`config.mk`:
```
export PLATFORM = sky130hd
export DESIGN_NAME = execute_stage_flat
export DESIGN_NICKNAME = d
export VERILOG_FILES = /design/src/rtl/execute_stage_if.sv /design/src/rtl/execute_stage.sv /design/src/flat_wrapper.sv
export SDC_FILE = /design/constraint.sdc
export NUM_CORES = 2
export LEC_CHECK = 0
export ABC_CLOCK_PERIOD_IN_PS = 1600
export CORE_ASPECT_RATIO = 0.75
export CORE_MARGIN = 1
export CORE_UTILIZATION = 50
export DETAILED_ROUTE_END_ITERATION = 6
export GPL_TIMING_DRIVEN = 0
export PLACE_DENSITY = 0.69
export SYNTH_ARGS = -nofsm -noshare
export SYNTH_HDL_FRONTEND = slang
export SYNTH_SLANG_ARGS = --single-unit
```
`constraint.sdc`:
```
create_clock -name clk -period 1.6 [get_ports clk]
set_clock_uncertainty 0.15 [all_clocks]
set_input_delay 0.32 -clock clk [delete_from_list [all_inputs] [get_ports clk]]
set_output_delay 0.32 -clock clk [all_outputs]
set_load 0.03 [all_outputs]
```
`src/rtl/execute_stage_if.sv`:
```
// execute_stage_if: decode-to-execute operand bundle and execute-to-memory result bundle
interface execute_stage_if;
  logic [3:0] de_aluop;
  logic [31:0] de_alusrc1, de_alusrc2;
  logic [32:0] de_extend_rs, de_extend_rt;
  logic de_mem_en;
  logic [3:0] de_mem_wen;
  logic [31:0] de_mem_wdata;
  logic de_mem_read, de_reg_en;
  logic [5:0] de_reg_waddr;
  logic de_double_en, de_mul, de_div;
  logic [31:0] exe_result, exe_hi, exe_lo;
  logic exe_mem_en;
  logic [3:0] exe_mem_wen;
  logic [31:0] exe_mem_wdata;
  logic exe_mem_read, exe_reg_en;
  logic [5:0] exe_reg_waddr;
  logic exe_double_en, exe_stall;
  modport master (
    output de_aluop, de_alusrc1, de_alusrc2, de_extend_rs, de_extend_rt, de_mem_en, de_mem_wen,
           de_mem_wdata, de_mem_read, de_reg_en, de_reg_waddr, de_double_en, de_mul, de_div,
    input  exe_result, exe_hi, exe_lo, exe_mem_en, exe_mem_wen, exe_mem_wdata, exe_mem_read,
           exe_reg_en, exe_reg_waddr, exe_double_en, exe_stall
  );
  modport slave (
    input  de_aluop, de_alusrc1, de_alusrc2, de_extend_rs, de_extend_rt, de_mem_en, de_mem_wen,
           de_mem_wdata, de_mem_read, de_reg_en, de_reg_waddr, de_double_en, de_mul, de_div,
    output exe_result, exe_hi, exe_lo, exe_mem_en, exe_mem_wen, exe_mem_wdata, exe_mem_read,
           exe_reg_en, exe_reg_waddr, exe_double_en, exe_stall
  );
endinterface

```
`src/rtl/execute_stage.sv`:
```
// execute_stage: MIPS EX stage with ALU, 33x33 signed multiplier and optional
// 32-cycle restoring divider (built only when EXE_DIV_EN is defined).
module execute_stage (
  input logic clk,
  input logic resetn,
  execute_stage_if.slave bus
);
  logic [31:0] a, b, alu;
  logic [63:0] prod;
  logic div_ok, stall;
  logic [31:0] div_q, div_r;
  assign a = bus.de_alusrc1;
  assign b = bus.de_alusrc2;
  always_comb begin
    case (bus.de_aluop)
      4'd0: alu = a & b;
      4'd1: alu = a | b;
      4'd2: alu = a + b;
      4'd3: alu = a - b;
      4'd4: alu = {31'd0, $signed(a) < $signed(b)};
      4'd5: alu = {31'd0, a < b};
      4'd6, 4'd8: alu = b << a[4:0];
      4'd7: alu = b >> a[4:0];
      4'd9: alu = $signed(b) >>> a[4:0];
      4'd10: alu = {b[15:0], 16'h0};
      4'd11: alu = a ^ b;
      4'd12: alu = ~(a | b);
      default: alu = '0;
    endcase
  end
  // low 64 bits of the 66-bit signed product; operands pre-extended so the multiply is 64-bit
  assign prod = {{31{bus.de_extend_rs[32]}}, bus.de_extend_rs} * {{31{bus.de_extend_rt[32]}}, bus.de_extend_rt};
`ifdef EXE_DIV_EN
  typedef enum logic [1:0] {IDLE, BUSY, DONE} st_t;
  st_t st, st_n;
  logic [5:0] cnt;
  logic [31:0] q, r, dv, ma, mb;
  logic [32:0] t;
  logic qs, rsg, ge;
  assign ma = bus.de_extend_rs[32] ? -bus.de_extend_rs[31:0] : bus.de_extend_rs[31:0];
  assign mb = bus.de_extend_rt[32] ? -bus.de_extend_rt[31:0] : bus.de_extend_rt[31:0];
  assign t = {r, q[31]};
  assign ge = t >= {1'b0, dv};
  always_ff @(posedge clk or negedge resetn)
    if (!resetn) st <= IDLE;
    else st <= st_n;
  always_comb begin
    st_n = (st == IDLE && bus.de_div) ? BUSY :
           (st == BUSY && cnt == 6'd31) ? DONE :
           (st == DONE) ? IDLE : st;
  end
  always_comb begin
    stall = resetn & ((st == IDLE & bus.de_div) | (st == BUSY));
    div_ok = st == DONE;
  end
  always_ff @(posedge clk or negedge resetn) begin
    if (!resetn) begin
      {cnt, q, r, dv, qs, rsg} <= '0;
    end else if (st == IDLE && bus.de_div) begin
      q <= ma;
      r <= '0;
      dv <= mb;
      cnt <= '0;
      qs <= bus.de_extend_rs[32] ^ bus.de_extend_rt[32];
      rsg <= bus.de_extend_rs[32];
    end else if (st == BUSY) begin
      q <= {q[30:0], ge};
      r <= ge ? t[31:0] - dv : t[31:0];
      cnt <= cnt + 6'd1;
    end
  end
  // decode holds its operands through DONE, so the raw dividend is still on the bus
  assign div_q = dv == '0 ? '1 : qs ? -q : q;
  assign div_r = dv == '0 ? bus.de_extend_rs[31:0] : rsg ? -r : r;
`else
  assign stall = 1'b0;
  assign div_ok = bus.de_div;
  assign div_q = '0;
  assign div_r = '0;
`endif
  assign bus.exe_stall = stall;
  always_ff @(posedge clk or negedge resetn) begin
    if (!resetn) begin
      {bus.exe_result, bus.exe_hi, bus.exe_lo, bus.exe_mem_wdata} <= '0;
      {bus.exe_mem_en, bus.exe_mem_wen, bus.exe_mem_read, bus.exe_reg_en} <= '0;
      {bus.exe_reg_waddr, bus.exe_double_en} <= '0;
    end else begin
      bus.exe_mem_en <= !stall & bus.de_mem_en;
      bus.exe_mem_wen <= stall ? 4'd0 : bus.de_mem_wen;
      bus.exe_mem_read <= !stall & bus.de_mem_read;
      bus.exe_reg_en <= !stall & bus.de_reg_en;
      bus.exe_double_en <= !stall & (div_ok | bus.de_double_en);
      if (!stall) begin
        bus.exe_result <= alu;
        bus.exe_mem_wdata <= bus.de_mem_wdata;
        bus.exe_reg_waddr <= bus.de_reg_waddr;
        if (div_ok) {bus.exe_hi, bus.exe_lo} <= {div_r, div_q};
        else if (bus.de_mul) {bus.exe_hi, bus.exe_lo} <= prod;
      end
    end
  end
endmodule

```
`src/flat_wrapper.sv`:
```
// flat-port wrapper written by rule: the top's interface ports become plain ports
module execute_stage_flat 
  (clk, resetn, bus_de_aluop, bus_de_alusrc1, bus_de_alusrc2, bus_de_extend_rs, bus_de_extend_rt, bus_de_mem_en, bus_de_mem_wen, bus_de_mem_wdata, bus_de_mem_read, bus_de_reg_en, bus_de_reg_waddr, bus_de_double_en, bus_de_mul, bus_de_div, bus_exe_result, bus_exe_hi, bus_exe_lo, bus_exe_mem_en, bus_exe_mem_wen, bus_exe_mem_wdata, bus_exe_mem_read, bus_exe_reg_en, bus_exe_reg_waddr, bus_exe_double_en, bus_exe_stall);
  execute_stage_if bus_i ();
  input logic clk;
  input logic resetn;
  input wire logic [$bits(bus_i.de_aluop)-1:0] bus_de_aluop;
  input wire logic [$bits(bus_i.de_alusrc1)-1:0] bus_de_alusrc1;
  input wire logic [$bits(bus_i.de_alusrc2)-1:0] bus_de_alusrc2;
  input wire logic [$bits(bus_i.de_extend_rs)-1:0] bus_de_extend_rs;
  input wire logic [$bits(bus_i.de_extend_rt)-1:0] bus_de_extend_rt;
  input wire logic [$bits(bus_i.de_mem_en)-1:0] bus_de_mem_en;
  input wire logic [$bits(bus_i.de_mem_wen)-1:0] bus_de_mem_wen;
  input wire logic [$bits(bus_i.de_mem_wdata)-1:0] bus_de_mem_wdata;
  input wire logic [$bits(bus_i.de_mem_read)-1:0] bus_de_mem_read;
  input wire logic [$bits(bus_i.de_reg_en)-1:0] bus_de_reg_en;
  input wire logic [$bits(bus_i.de_reg_waddr)-1:0] bus_de_reg_waddr;
  input wire logic [$bits(bus_i.de_double_en)-1:0] bus_de_double_en;
  input wire logic [$bits(bus_i.de_mul)-1:0] bus_de_mul;
  input wire logic [$bits(bus_i.de_div)-1:0] bus_de_div;
  output wire logic [$bits(bus_i.exe_result)-1:0] bus_exe_result;
  output wire logic [$bits(bus_i.exe_hi)-1:0] bus_exe_hi;
  output wire logic [$bits(bus_i.exe_lo)-1:0] bus_exe_lo;
  output wire logic [$bits(bus_i.exe_mem_en)-1:0] bus_exe_mem_en;
  output wire logic [$bits(bus_i.exe_mem_wen)-1:0] bus_exe_mem_wen;
  output wire logic [$bits(bus_i.exe_mem_wdata)-1:0] bus_exe_mem_wdata;
  output wire logic [$bits(bus_i.exe_mem_read)-1:0] bus_exe_mem_read;
  output wire logic [$bits(bus_i.exe_reg_en)-1:0] bus_exe_reg_en;
  output wire logic [$bits(bus_i.exe_reg_waddr)-1:0] bus_exe_reg_waddr;
  output wire logic [$bits(bus_i.exe_double_en)-1:0] bus_exe_double_en;
  output wire logic [$bits(bus_i.exe_stall)-1:0] bus_exe_stall;
  assign bus_i.de_aluop = bus_de_aluop;
  assign bus_i.de_alusrc1 = bus_de_alusrc1;
  assign bus_i.de_alusrc2 = bus_de_alusrc2;
  assign bus_i.de_extend_rs = bus_de_extend_rs;
  assign bus_i.de_extend_rt = bus_de_extend_rt;
  assign bus_i.de_mem_en = bus_de_mem_en;
  assign bus_i.de_mem_wen = bus_de_mem_wen;
  assign bus_i.de_mem_wdata = bus_de_mem_wdata;
  assign bus_i.de_mem_read = bus_de_mem_read;
  assign bus_i.de_reg_en = bus_de_reg_en;
  assign bus_i.de_reg_waddr = bus_de_reg_waddr;
  assign bus_i.de_double_en = bus_de_double_en;
  assign bus_i.de_mul = bus_de_mul;
  assign bus_i.de_div = bus_de_div;
  assign bus_exe_result = bus_i.exe_result;
  assign bus_exe_hi = bus_i.exe_hi;
  assign bus_exe_lo = bus_i.exe_lo;
  assign bus_exe_mem_en = bus_i.exe_mem_en;
  assign bus_exe_mem_wen = bus_i.exe_mem_wen;
  assign bus_exe_mem_wdata = bus_i.exe_mem_wdata;
  assign bus_exe_mem_read = bus_i.exe_mem_read;
  assign bus_exe_reg_en = bus_i.exe_reg_en;
  assign bus_exe_reg_waddr = bus_i.exe_reg_waddr;
  assign bus_exe_double_en = bus_i.exe_double_en;
  assign bus_exe_stall = bus_i.exe_stall;
  execute_stage u_core (.clk(clk), .resetn(resetn), .bus(bus_i));
endmodule
```
# ---- After elaboration in Yosys (flattened, before gate mapping)
# Cells that the tools add are included.
dict set report word_totals {
  out_inout_bits 143
  in_bits 184
  word_cells 43
  register_bits 142
}
dict set report op_classes {
  mux 5
  add_sub_neg 2
  multipliers 1
  eq_ne 12
  n_shift 3
  n_bitwise 5
  n_lt_le_gt_ge 2
  n_reduce_logical 3
}
# operator n
set op_table {}
lappend op_table {{$pmux 32 s12} 1}
lappend op_table {{$mux 32} 4}
lappend op_table {{$lt 32x32->1} 2}
lappend op_table {{$mul 33x33->64} 1}
lappend op_table {{$add 32x32->32} 1}
lappend op_table {{$and 32x32->32} 1}
lappend op_table {{$not 32->32} 1}
lappend op_table {{$or 32x32->32} 1}
lappend op_table {{$shl 32x5->32} 1}
lappend op_table {{$shr 32x5->32} 1}
lappend op_table {{$sshr 32x5->32} 1}
lappend op_table {{$sub 32x32->32} 1}
lappend op_table {{$xor 32x32->32} 1}
lappend op_table {{$eq 4x4->1 const B} 5}
lappend op_table {{$eq 4x3->1 const B} 4}
lappend op_table {{$eq 4x2->1 const B} 2}
lappend op_table {{$eq 4x1->1 const B} 1}
lappend op_table {{$logic_not 4->1} 1}
lappend op_table {{$reduce_bool 2->1} 1}
lappend op_table {{$reduce_or 2->1} 1}
lappend op_table {{$or 1x1->1} 1}

# ---- Depth between registers and ports, before layout
dict set report depth {
  word_depth 3
  ltp_mapped 29
  ltp_nobuf 28
}

# ---- Worst setup path after synthesis
# No wires, ideal clock.
dict set report synth_path {
  path_type {input port to flip-flop}
  startpoint {input bus_de_extend_rs[32]}
  endpoint {register u_core.bus.exe_hi[30]}
  t_required_ns 1.318
  arrival_ns 7.708
  slack_ns -6.390
  path_stages 27
  path_cell_list {clkbuf_1 nand2_1 inv_1 fa_1 inv_1 fa_1 inv_1 fa_1 inv_1 fa_1 fa_1 inv_1 fa_1 inv_1 fa_1 fa_1 inv_1 ha_1 nand4_1 nor2_1 o2111ai_1 or4_1 o221a_2 o31ai_1 xor2_1 mux2i_1 nor2_1}
}
dict set report synth_between {
  elab_chain_len 3
}
# element line_no
set synth_rtl {}
lappend synth_rtl {{start: declaration} flat_wrapper.sv:10} ;# input wire logic [$bits(bus_i.de_extend_rs)-1:0] bus_de_extend_rs;
lappend synth_rtl {{$mul 33x33->64} execute_stage.sv:32} ;# assign prod = {{31{bus.de_extend_rs[32]}}, bus.de_extend_rs} * {{31{bus.de_extend_rt[32]}}, bus.de_extend_rt};
lappend synth_rtl {{$mux 32} execute_stage.sv:98} ;# else if (bus.de_mul) {bus.exe_hi, bus.exe_lo} <= prod;
lappend synth_rtl {{$mux 32} execute_stage.sv:97} ;# if (div_ok) {bus.exe_hi, bus.exe_lo} <= {div_r, div_q};
lappend synth_rtl {{end signal: assignment} execute_stage.sv:97}
lappend synth_rtl {{end signal: assignment} execute_stage.sv:98}
lappend synth_rtl {{end: declaration} execute_stage_if.sv:28} ;# output exe_result, exe_hi, exe_lo, exe_mem_en, exe_mem_wen, exe_mem_wdata, exe_mem_read,
# Every way passes these cells. The select of a mux whose other input is x is not followed.
# A chain may end at the register's enable or synchronous reset.

# ---- Worst setup path in the final report
dict set report layout_path {
  startpoint {input bus_de_extend_rt[28]}
  endpoint {register u_core.bus.exe_hi[31]}
}
dict set report layout_between {
  elab_chain_len 3
}
# element line_no
set layout_rtl {}
lappend layout_rtl {{start: declaration} flat_wrapper.sv:11} ;# input wire logic [$bits(bus_i.de_extend_rt)-1:0] bus_de_extend_rt;
lappend layout_rtl {{$mul 33x33->64} execute_stage.sv:32}
lappend layout_rtl {{$mux 32} execute_stage.sv:98}
lappend layout_rtl {{$mux 32} execute_stage.sv:97}
# Every way passes these cells. The select of a mux whose other input is x is not followed.

==> out/summary.txt <==
run status = finished, violations left
failing checks = design-rule violations, max-capacitance violations, max-slew violations, negative setup slack
placed cell count = 7481
Worst path max stage delay = 0.70 ns
sequential share of the synthesized area = 6.91%
Final Hold Violating Endpoints = 0
Post-synth EDFFs = 0
Via density = 6.30
path depth of the worst reg2reg path = 2
Top cell by count, worst path = fa_1
Critical Path Fanout Max = 10
async set or reset register ratio after synthesis = 100%
Placeable Area = 102000 um2
clk_lat worst skew = 0.47 ns
CP Data Arrival Time = 8.24 ns
Rel. slew slack = -5.18%
CTS buffer count = 17
drc violations = 52
Buffers on Ports = 324
CP Launch Type = input port
largest net degree at the start of global routing = 87
fin crit period = 8.00 ns
RSZ-0062 raised after global routing = yes
post-route clock period utilization = 500%
R2R setup slack = 0.56 ns
Worst Hold End = u_core.bus.exe_lo[0]
CP top delay family = adder cells
Die Height = 280 um
total track usage = 49.0%
number of global-route vias before repair = 47.6k
root buffer cell = clkbuf_16
ANT nets after route = 0
clk buf depth = 2
synth-to-layout area growth = 25.1%
crit path buf inv count = 5
vias = 48.8k
Die X = 372 um
Syn Std Cell Area = 51400 um2
DRT Pass-1 Iters = 7
critical path endpoint category = flip-flop
Syn. warnings = 0
final slew viol count = 22
Final #Nets = 7982
Avg WL per Cell = 33.5 um
CTS tree = built
Reg clk slew, reported paths = 0.09 ns
worst min path class = input port to flip-flop
number of H-tree levels = 4
Non-Filler Instances = 7743
antenna violations before repair = 37
Syn Inst Count = 5814
Reg2Reg Capture Point = u_core.bus.exe_hi[31]
CP Data Required Time = 1.84 ns
row count = 101
Setup Crit Path Kind = input port to flip-flop
WL final = 259 mm
Netlist cell types = 92
io pins = 327
full die area = 104000 um2
Max Clk Rate = 0.125 GHz
worst slack, placed = -8.36 ns
max_cap viols = 3
final setup violation count = 231
final setup margin = -6.40 ns
initial drt markers = 6407
HPWL after detailed placement = 209 mm
global-route wire length before repair = 353 mm
Yosys reg bits = 142
Worst path slowest cell = fa_2
worst r2r src = u_core.bus.exe_hi[31]
worst hold start = bus_de_extend_rs[0]
clk sinks = 142
global route total overflow = 0
starting density of the core = 50.6%
layout cells sized above 1 = 18.5%
Final Wtd Congestion = 1.12
worst-margin pin slew = 1.58 ns
Worst Hold Depth = 3
Most used DFF post-synth = dfrtp_1
synthesized net count = 7433
Syn Area/Cell = 8.85 um2
metrics by stage:
stage	util [%]	hold WS [ns]	instance area, um2	setup TNS [ns]
after global routing	63.3	0.00621	64300	-455.54
after global placement	57.3	0.320	58200	-1424.32
after floorplan	-	-0.126	53300	-321.75
after detailed placement	57.4	0.270	58300	-516.08
final	63.4	0.0125	64400	-446.43
after CTS	61.6	0.0428	62600	-430.61
state kept, by name, indices dropped and copies added (netlist names):
signal                    count
u_core.bus.exe_result        32
u_core.bus.exe_lo            32
u_core.bus.exe_mem_read       1
u_core.bus.exe_mem_wdata     32
u_core.bus.exe_reg_waddr      6
u_core.bus.exe_hi            32
u_core.bus.exe_mem_wen        4
u_core.bus.exe_mem_en         1
u_core.bus.exe_reg_en         1
u_core.bus.exe_double_en      1
final cells by class:
class                           instances  area [um2]
Sequential cell                       142        3550
Inverter                             1226        4660
Clock inverter                         15         186
Tap cell                             1339        1680
Fill cell                            7979       37200
Buffer                                320        4050
Antenna cell                           28        70.1
Multi-Input combinational cell       4117       44500
Timing Repair Buffer                  539        5220
Clock buffer                           17         425
cells by family after synthesis:
logic type,after synthesis,synth area share [%]
xor gates and xnor gates,72,1.23
adders and majority gates,1435,51.3
AOI/OAI and AO/OA,712,9.26
and+or+nand+nor,1783,16.8
DFF,142,6.91
muxes,114,2.97
buffers and inverters,1555,11.5
other,1,0.00729
Yosys cell counts (14+ instances only):
| library cell | n | share of area (%) |
|---|---|---|
| a31oi_1 | 24 | 0.29 |
| a21o_1 | 38 | 0.55 |
| nand4_1 | 28 | 0.34 |
| clkbuf_1 | 276 | 2.0 |
| xor2_1 | 25 | 0.43 |
| fa_1 | 1127 | 44 |
| ha_1 | 308 | 7.5 |
| nor2b_1 | 42 | 0.51 |
| inv_1 | 1223 | 8.9 |
| o21bai_1 | 23 | 0.34 |
| mux2i_1 | 73 | 1.4 |
| and2_1 | 544 | 6.6 |
| nor2_1 | 276 | 2.0 |
| nor3_1 | 43 | 0.42 |
| dfrtp_1 | 142 | 6.9 |
| a211oi_1 | 28 | 0.41 |
| o22ai_1 | 22 | 0.27 |
| a221oi_1 | 27 | 0.46 |
| nand2b_1 | 25 | 0.30 |
| a21oi_1 | 189 | 1.8 |
| nand3_1 | 55 | 0.54 |
| or3_1 | 17 | 0.21 |
| xnor2_1 | 47 | 0.80 |
| a221o_1 | 17 | 0.33 |
| o21ai_0 | 147 | 1.4 |
| a222oi_1 | 16 | 0.31 |
| buf_2 | 30 | 0.29 |
| and3_1 | 14 | 0.17 |
| mux4_2 | 30 | 1.3 |
| nand2_1 | 699 | 5.1 |
| buf_1 | 16 | 0.12 |
| o211ai_1 | 19 | 0.28 |
| o31ai_1 | 17 | 0.25 |
| o221ai_1 | 14 | 0.24 |
layout by cell type, fill, tap and decap left out, types with 91 or more instances in the layout:
master and n:
clkbuf_16 91, dfrtp_1 141, o21ai_0 103, nor2_1 262
a21oi_1 150, fa_1 1050, buf_4 192, ha_1 245
nand2_1 675, clkdlybuf4s50_1 228, inv_1 1147, and2_1 492
tightest hold or removal path, stage by stage:
cell and delay [ns]:
buf_8 0.14, nand3_1 0.09, a21oi_1 0.06
worst max path at each step:
| stage | end | depth (start not counted) | startpoint |
|---|---|---|---|
| floorplan | u_core.bus.exe_hi[30] | 25 | bus_de_extend_rs[32] |
| finish | u_core.bus.exe_hi[31] | 25 | bus_de_extend_rt[28] |
| CTS | u_core.bus.exe_hi[30] | 29 | bus_de_extend_rt[8] |
| global route | u_core.bus.exe_hi[31] | 29 | bus_de_extend_rt[0] |
| global placement | u_core.bus.exe_hi[31] | 25 | bus_de_extend_rt[28] |
| detailed placement | u_core.bus.exe_hi[30] | 29 | bus_de_extend_rt[11] |
layer usage:
| metal | global-route usage [%] | share of wire (%) | up-vias |
|---|---|---|---|
| met5 | 1.03 | 0.34 | - |
| met4 | 11.8 | 3.3 | 52 |
| met3 | 34.6 | 21 | 754 |
| met2 | 58.4 | 36 | 4138 |
| met1 | 69.4 | 40 | 24911 |
| li1 | - | - | 18919 |
repair_timing:
| item | CTS | global route |
|---|---|---|
| buffers inserted | 118 | 92 |
| hold buffers | 1 | 0 |
| pin swaps | 135 | 163 |
| gates cloned | 1 | 4 |
| resized for setup | 1081 | 357 |
| endpoints found under the setup margin | 237 | 292 |
| hold endpoints to repair | 85 | 0 |
Power is not shown: default switching activity piles up to over one toggle a cycle in this logic, so the estimate is an artifact.
